[config.mk]
export PLATFORM = sky130hd
export DESIGN_NAME = tpm_cmd_sequencer_flat
export DESIGN_NICKNAME = d
export VERILOG_FILES = /design/src/rtl/tpm_cmd_sequencer_if.sv /design/src/rtl/tpm_cmd_sequencer.sv /design/src/flat_wrapper.sv
export SDC_FILE = /design/constraint.sdc
export NUM_CORES = 1
export LEC_CHECK = 0
export CAP_MARGIN = 25
export CORE_MARGIN = 4
export CORE_UTILIZATION = 40
export CTS_CLUSTER_DIAMETER = 60
export DETAILED_ROUTE_END_ITERATION = 10
export PLACE_DENSITY = 0.8
export SYNTH_ARGS = -nofsm -noshare
export SYNTH_HDL_FRONTEND = slang
export SYNTH_SLANG_ARGS = --single-unit
[constraint.sdc]
create_clock -name clock -period 3 [get_ports clock]
set_clock_uncertainty 0.15 [all_clocks]
set_input_delay 0.45 -clock clock [delete_from_list [all_inputs] [get_ports clock]]
set_output_delay 0.45 -clock clock [all_outputs]
set_load 0.02 [all_outputs]
[src/rtl/tpm_cmd_sequencer_if.sv]
// rtl/tpm_cmd_sequencer_if.sv - I/O, back-end and response signals of the TPM command sequencer
interface tpm_cmd_sequencer_if #(
  parameter int NUM_SESSIONS = 3
);
  logic                    exec_start;
  logic [31:0]             command_code;
  logic [NUM_SESSIONS-1:0] session_valid;
  logic                    mm_start;
  logic                    mm_done;
  logic [31:0]             mm_rc;
  logic                    ee_start;
  logic                    ee_done;
  logic [31:0]             ee_rc;
  logic [31:0]             cmd_code_q;
  logic                    busy;
  logic                    response_ready;
  logic [31:0]             response_code;

  modport master (
    input  exec_start, command_code, session_valid, mm_done, mm_rc, ee_done, ee_rc,
    output mm_start, ee_start, cmd_code_q, busy, response_ready, response_code
  );

  modport slave (
    output exec_start, command_code, session_valid, mm_done, mm_rc, ee_done, ee_rc,
    input  mm_start, ee_start, cmd_code_q, busy, response_ready, response_code
  );
endinterface

[src/rtl/tpm_cmd_sequencer.sv]
// rtl/tpm_cmd_sequencer.sv - validate/management/execution/respond sequencer with per-stage watchdog
// Optional statistics counters are enabled by defining TPM_SEQ_STATS_EN.
module tpm_cmd_sequencer #(
  parameter int NUM_SESSIONS   = 3,
  parameter int TIMEOUT_CYCLES = 50000
) (
  input  logic                   clock,
  input  logic                   reset_n,
  tpm_cmd_sequencer_if.master    bus
`ifdef TPM_SEQ_STATS_EN
  ,
  output logic [15:0]            stat_cmds,
  output logic [15:0]            stat_errs,
  output logic [15:0]            stat_drops
`endif
);
  localparam int CW = $clog2(TIMEOUT_CYCLES) + 1;
  localparam logic [CW-1:0] WD_LAST = CW'(TIMEOUT_CYCLES - 1);
  localparam logic [31:0] RC_AUTH_MISSING = 32'h0000_0125;
  localparam logic [31:0] RC_FAILURE      = 32'h0000_0101;

  typedef enum logic [2:0] {IDLE, CHECK, MGMT, EXEC, RESP} state_t;

  state_t                  state, state_next;
  logic [31:0]             rc_next;
  logic [NUM_SESSIONS-1:0] sess_q;
  logic [NUM_SESSIONS-1:0] sess_inc;
  logic                    mask_legal;
  logic [CW-1:0]           wd_cnt;
  logic                    wd_expired;
  logic                    mm_start_q, ee_start_q, busy_q, resp_ready_q;
  logic [31:0]             cmd_code_q, resp_code_q;

  // A mask is contiguous from bit 0 exactly when adding one clears every set bit.
  assign sess_inc   = sess_q + NUM_SESSIONS'(1);
  assign mask_legal = (sess_q & sess_inc) == '0;
  assign wd_expired = wd_cnt == WD_LAST;

  always_comb begin
    state_next = state;
    rc_next    = '0;
    case (state)
      IDLE: if (bus.exec_start) state_next = CHECK;
      CHECK: begin
        if (mask_legal) begin
          state_next = MGMT;
        end else begin
          rc_next    = RC_AUTH_MISSING;
          state_next = RESP;
        end
      end
      MGMT: begin
        // The start-pulse register doubles as the first-cycle flag; done is not trusted then.
        if (bus.mm_done && !mm_start_q) begin
          if (bus.mm_rc != '0) begin
            rc_next    = bus.mm_rc;
            state_next = RESP;
          end else begin
            state_next = EXEC;
          end
        end else if (wd_expired) begin
          rc_next    = RC_FAILURE;
          state_next = RESP;
        end
      end
      EXEC: begin
        if (bus.ee_done && !ee_start_q) begin
          rc_next    = bus.ee_rc;
          state_next = RESP;
        end else if (wd_expired) begin
          rc_next    = RC_FAILURE;
          state_next = RESP;
        end
      end
      RESP:    state_next = IDLE;
      default: state_next = IDLE;
    endcase
  end

  always_ff @(posedge clock or negedge reset_n) begin
    if (!reset_n) begin
      state        <= IDLE;
      sess_q       <= '0;
      wd_cnt       <= '0;
      mm_start_q   <= 1'b0;
      ee_start_q   <= 1'b0;
      busy_q       <= 1'b0;
      resp_ready_q <= 1'b0;
      cmd_code_q   <= '0;
      resp_code_q  <= '0;
    end else begin
      state        <= state_next;
      mm_start_q   <= (state_next == MGMT) && (state != MGMT);
      ee_start_q   <= (state_next == EXEC) && (state != EXEC);
      busy_q       <= state_next != IDLE;
      resp_ready_q <= state_next == RESP;
      if (state_next == RESP) resp_code_q <= rc_next;
      if (state == IDLE && bus.exec_start) begin
        cmd_code_q <= bus.command_code;
        sess_q     <= bus.session_valid;
      end
      if (state_next != state) wd_cnt <= '0;
      else if (state == MGMT || state == EXEC) wd_cnt <= wd_cnt + CW'(1);
    end
  end

  assign bus.mm_start       = mm_start_q;
  assign bus.ee_start       = ee_start_q;
  assign bus.busy           = busy_q;
  assign bus.response_ready = resp_ready_q;
  assign bus.cmd_code_q     = cmd_code_q;
  assign bus.response_code  = resp_code_q;

`ifdef TPM_SEQ_STATS_EN
  always_ff @(posedge clock or negedge reset_n) begin
    if (!reset_n) begin
      stat_cmds  <= '0;
      stat_errs  <= '0;
      stat_drops <= '0;
    end else begin
      if (state_next == RESP && stat_cmds != 16'hFFFF) stat_cmds <= stat_cmds + 16'd1;
      if (state_next == RESP && rc_next != '0 && stat_errs != 16'hFFFF) stat_errs <= stat_errs + 16'd1;
      if (state != IDLE && bus.exec_start && stat_drops != 16'hFFFF) stat_drops <= stat_drops + 16'd1;
    end
  end
`endif
endmodule
[src/flat_wrapper.sv]
// flat-port wrapper written by rule: the top's interface ports become plain ports
module tpm_cmd_sequencer_flat 
#(
  parameter int NUM_SESSIONS   = 3,
  parameter int TIMEOUT_CYCLES = 50000
)
  (clock, reset_n, bus_exec_start, bus_command_code, bus_session_valid, bus_mm_done, bus_mm_rc, bus_ee_done, bus_ee_rc, bus_mm_start, bus_ee_start, bus_cmd_code_q, bus_busy, bus_response_ready, bus_response_code);
  tpm_cmd_sequencer_if #(.NUM_SESSIONS(NUM_SESSIONS)) bus_i ();
  input  logic clock;
  input  logic reset_n;
  input wire logic [$bits(bus_i.exec_start)-1:0] bus_exec_start;
  input wire logic [$bits(bus_i.command_code)-1:0] bus_command_code;
  input wire logic [$bits(bus_i.session_valid)-1:0] bus_session_valid;
  input wire logic [$bits(bus_i.mm_done)-1:0] bus_mm_done;
  input wire logic [$bits(bus_i.mm_rc)-1:0] bus_mm_rc;
  input wire logic [$bits(bus_i.ee_done)-1:0] bus_ee_done;
  input wire logic [$bits(bus_i.ee_rc)-1:0] bus_ee_rc;
  output wire logic [$bits(bus_i.mm_start)-1:0] bus_mm_start;
  output wire logic [$bits(bus_i.ee_start)-1:0] bus_ee_start;
  output wire logic [$bits(bus_i.cmd_code_q)-1:0] bus_cmd_code_q;
  output wire logic [$bits(bus_i.busy)-1:0] bus_busy;
  output wire logic [$bits(bus_i.response_ready)-1:0] bus_response_ready;
  output wire logic [$bits(bus_i.response_code)-1:0] bus_response_code;
  assign bus_i.exec_start = bus_exec_start;
  assign bus_i.command_code = bus_command_code;
  assign bus_i.session_valid = bus_session_valid;
  assign bus_i.mm_done = bus_mm_done;
  assign bus_i.mm_rc = bus_mm_rc;
  assign bus_i.ee_done = bus_ee_done;
  assign bus_i.ee_rc = bus_ee_rc;
  assign bus_mm_start = bus_i.mm_start;
  assign bus_ee_start = bus_i.ee_start;
  assign bus_cmd_code_q = bus_i.cmd_code_q;
  assign bus_busy = bus_i.busy;
  assign bus_response_ready = bus_i.response_ready;
  assign bus_response_code = bus_i.response_code;
  tpm_cmd_sequencer #(.NUM_SESSIONS(NUM_SESSIONS), .TIMEOUT_CYCLES(TIMEOUT_CYCLES)) u_core (.clock(clock), .reset_n(reset_n), .bus(bus_i));
endmodule
==> metrics.cfg <==
[global_route]
grt-ovfl-total = 0
grt_pass1_vias = 3406
grt_pass1_wl_um = 17000
antenna_found_initial = 0
grt_max_degree = 55
track_usage_pct = 18.8

[run]
maxCapViolations = 0

[synthesis]
syn_area_mm2 = 0.00403
yosys_warnings = 0
ys_types = 42
ys_ff_latch = 91
syn_area_per_cell_um2 = 12.6
seq_area_frac_synth_pct = 56.6
async_reset_ff_share_pct = 100
synth_ff_type = dfrtp_1
syn_inst = 320
synth_nets = 425
synth-edff-count = 0

[timing]
timing.slew.headroom_pct = 53.4
timing.fmax_mhz = 405
slew_viol_final = 0
setup_viol = 0
period_needed_ns = 2.47
rsz0062_at_grt = no
finalHoldViolations = 0
timing.hold.ws_ns = 0.330
tns_ns = 0
fin_crit_sh_pct = 82.3
worst_pin_slew_ns = 0.699

[clocking]
cts_tree = built
numCtsBuffers = 9
h-tree-depth = 3
cts_buffer_depth = 2
clock_latency_ns = 0.36
path_clk_slew_ns = 0.10
cts.sink_count = 91
cts_setup_buffers = 0
ctsRootBufferMaster = clkbuf_8

[outcome]
outcome = completed

[route]
vias = 3254
vias_per_cell = 5.12
post-route-drc-count = 0
drtAntennaViolNets = 0
dr.first_iter.drc_count = 227
drt_pass1_iterations = 4
wl_per_cell_um = 17.6
routed_wirelength_um = 11200

[setup_path]
cp.depth = 6
critPathCapture = u_core.bus.response_code[23]$_DFFE_PN0P_
critPathSlowestCell = or4b_4
r2r-start = u_core.wd_cnt[5]$_DFFE_PN0P_
cp.arrival_ns = 2.57
max_stage_delay_ns = 0.57
reg2regPathDepth = 6
worstReg2RegEnd = u_core.bus.response_code[23]$_DFFE_PN0P_
startpoint = u_core.wd_cnt[5]$_DFFE_PN0P_
path_class = flip-flop to flip-flop
endpoint_kind = flip-flop
path_delay_family = simple AND/OR/NAND/NOR gates
start_kind = flip-flop
cp.buffers_inverters = 1
cp_cell_sequence = or4b_4, nor4_4, a211oi_2, nor2b_4, buf_4, a21o_1
path_max_fanout = 21
r2r_slack_ns = 0.53
critical_path_required_ns = 3.10

[final_layout]
regArea_mm2 = 0.00228
syn2layout_area_growth_pct = 52.2
layout_commonest_cell = clkdlybuf4s50_1
mostFrequentLayoutCells = clkdlybuf4s50_1 (170), dfrtp_1 (91), mux2_2 (35), a22o_1 (29), a21o_1 (29)
nFillCells = 783
diodes = 0
multi_input_area_mm2 = 0.00165
nets = 603
layout-drive-gt1-share_pct = 14.9

[pwr]
vdd_drop_max_mv = 0.536
powerDensity_mw_per_mm2 = 873
p_leak_nw = 2.75
p_total_mw = 5.35

[placed_design]
dpl.hpwl_um = 8450
gp_congestion = 0.778
port_buffers = 171

[floorplan]
core-area_mm2 = 0.00977
initial_core_util_pct = 41.2
die_w_um = 108
fp.dieArea_mm2 = 0.0117
num_io_pins = 172
rows = 36
die-height_um = 108

[worst_hold_path]
min_from = u_core.bus.response_code[1]$_DFFE_PN0P_
holdCritPathClass = flip-flop to flip-flop

## what timing repair did
| item | in CTS | in global routing |
|---|---|---|
| resized for setup | 0 | 0 |
| hold buffers | 1 | 0 |
| hold endpoints to repair | 27 | 0 |
## flip-flops by register name (all words and copies together), names as in the netlist
signal / flops
u_core.bus.busy: 1
u_core.bus.cmd_code_q: 32
u_core.bus.ee_start: 1
u_core.bus.mm_start: 1
u_core.bus.response_code: 32
u_core.bus.response_ready: 1
u_core.sess_q: 3
u_core.state: 3
u_core.wd_cnt: 17
## Yosys cell counts (all sizes together) (2+ instances only)
cell type	count	area, um^2
buf	8	63.8
xor2	5	43.8
mux2	39	454
inv	5	18.8
dfrtp	91	2280
nand3b	2	15.0
nand3	5	25.0
nor3	4	20.0
nand4	6	37.5
nor2	26	97.6
a21o	29	218
nand2b	3	18.8
clkbuf	8	30.0
a221o	2	20.0
or3	5	31.3
and3	3	18.8
nor2b	2	20.0
nand2	8	30.0
a22o	29	254
nand4b	2	17.5
xnor2	11	96.3
a211oi	2	20.0
a21oi	3	15.0
nor4	11	83.8
## kinds of logic (layout without fill, tap and decap cells)
group,after synthesis,count (layout),synth area share [%]
compound gates,69,69,13.8
xor+xnor,16,16,3.48
simple gates,83,83,11.8
fa+ha+maj,1,1,0.311
buf+inv,21,204,2.80
flops,91,91,56.6
mux,39,39,11.3
## worst reg2reg max path, stage by stage, from the launching register on
cell and delay [ns]:
dfrtp_1 0.45, or4b_4 0.57, nor4_4 0.36, a211oi_2 0.17
nor2b_4 0.20, buf_4 0.23, a21o_1 0.21
## through the flow
step	utilization (%)	setup WS (ns)	instances	area [um^2]
detailed placement	60.5	0.124	619	5910
global route	62.7	0.406	636	6130
floorplan	-	0.767	320	4030
global placement	60.5	0.226	619	5910
CTS	62.7	0.508	636	6130
finish	62.7	0.531	636	6130
## report_power, final
group / leakage [nW] / internal, mW / switching, mW
clock network: 0.0922 / 0.411 / 0.438
registers: 1.17 / 1.68 / 0.256
logic: 1.49 / 1.35 / 1.22
## metal layers
metal	GRT usage, %	share of wire, %	vias up
met5	0	0	-
met4	5.77	1.1	0
met3	7.76	9.7	11
met2	30.9	49	125
met1	22.7	40	1587
li1	-	-	1531
## worst min-delay path by stage
stage / end / slack [ns] / cells past startpoint
after CTS: u_core.bus.response_code[6]$_DFFE_PN0P_ / 0.34 / 1
after detailed placement: u_core.bus.response_code[1]$_DFFE_PN0P_ / 0.31 / 1
final: u_core.bus.response_code[1]$_DFFE_PN0P_ / 0.33 / 1
after floorplan: u_core.bus.busy$_DFF_PN0_ / 0.004 / 0
after global placement: u_core.bus.response_code[12]$_DFFE_PN0P_ / 0.31 / 1
after global routing: u_core.bus.response_code[9]$_DFFE_PN0P_ / 0.35 / 1
## area by class of cell
type	count	share of cell area (%)
Multi-Input combinational cell	208	26.9
Inverter	5	0.306
Timing Repair Buffer	183	29.6
Sequential cell	91	37.2
Clock inverter	5	1.00
Clock buffer	11	2.31
Tap cell	133	2.72
Power figures use the tool's default switching activity.
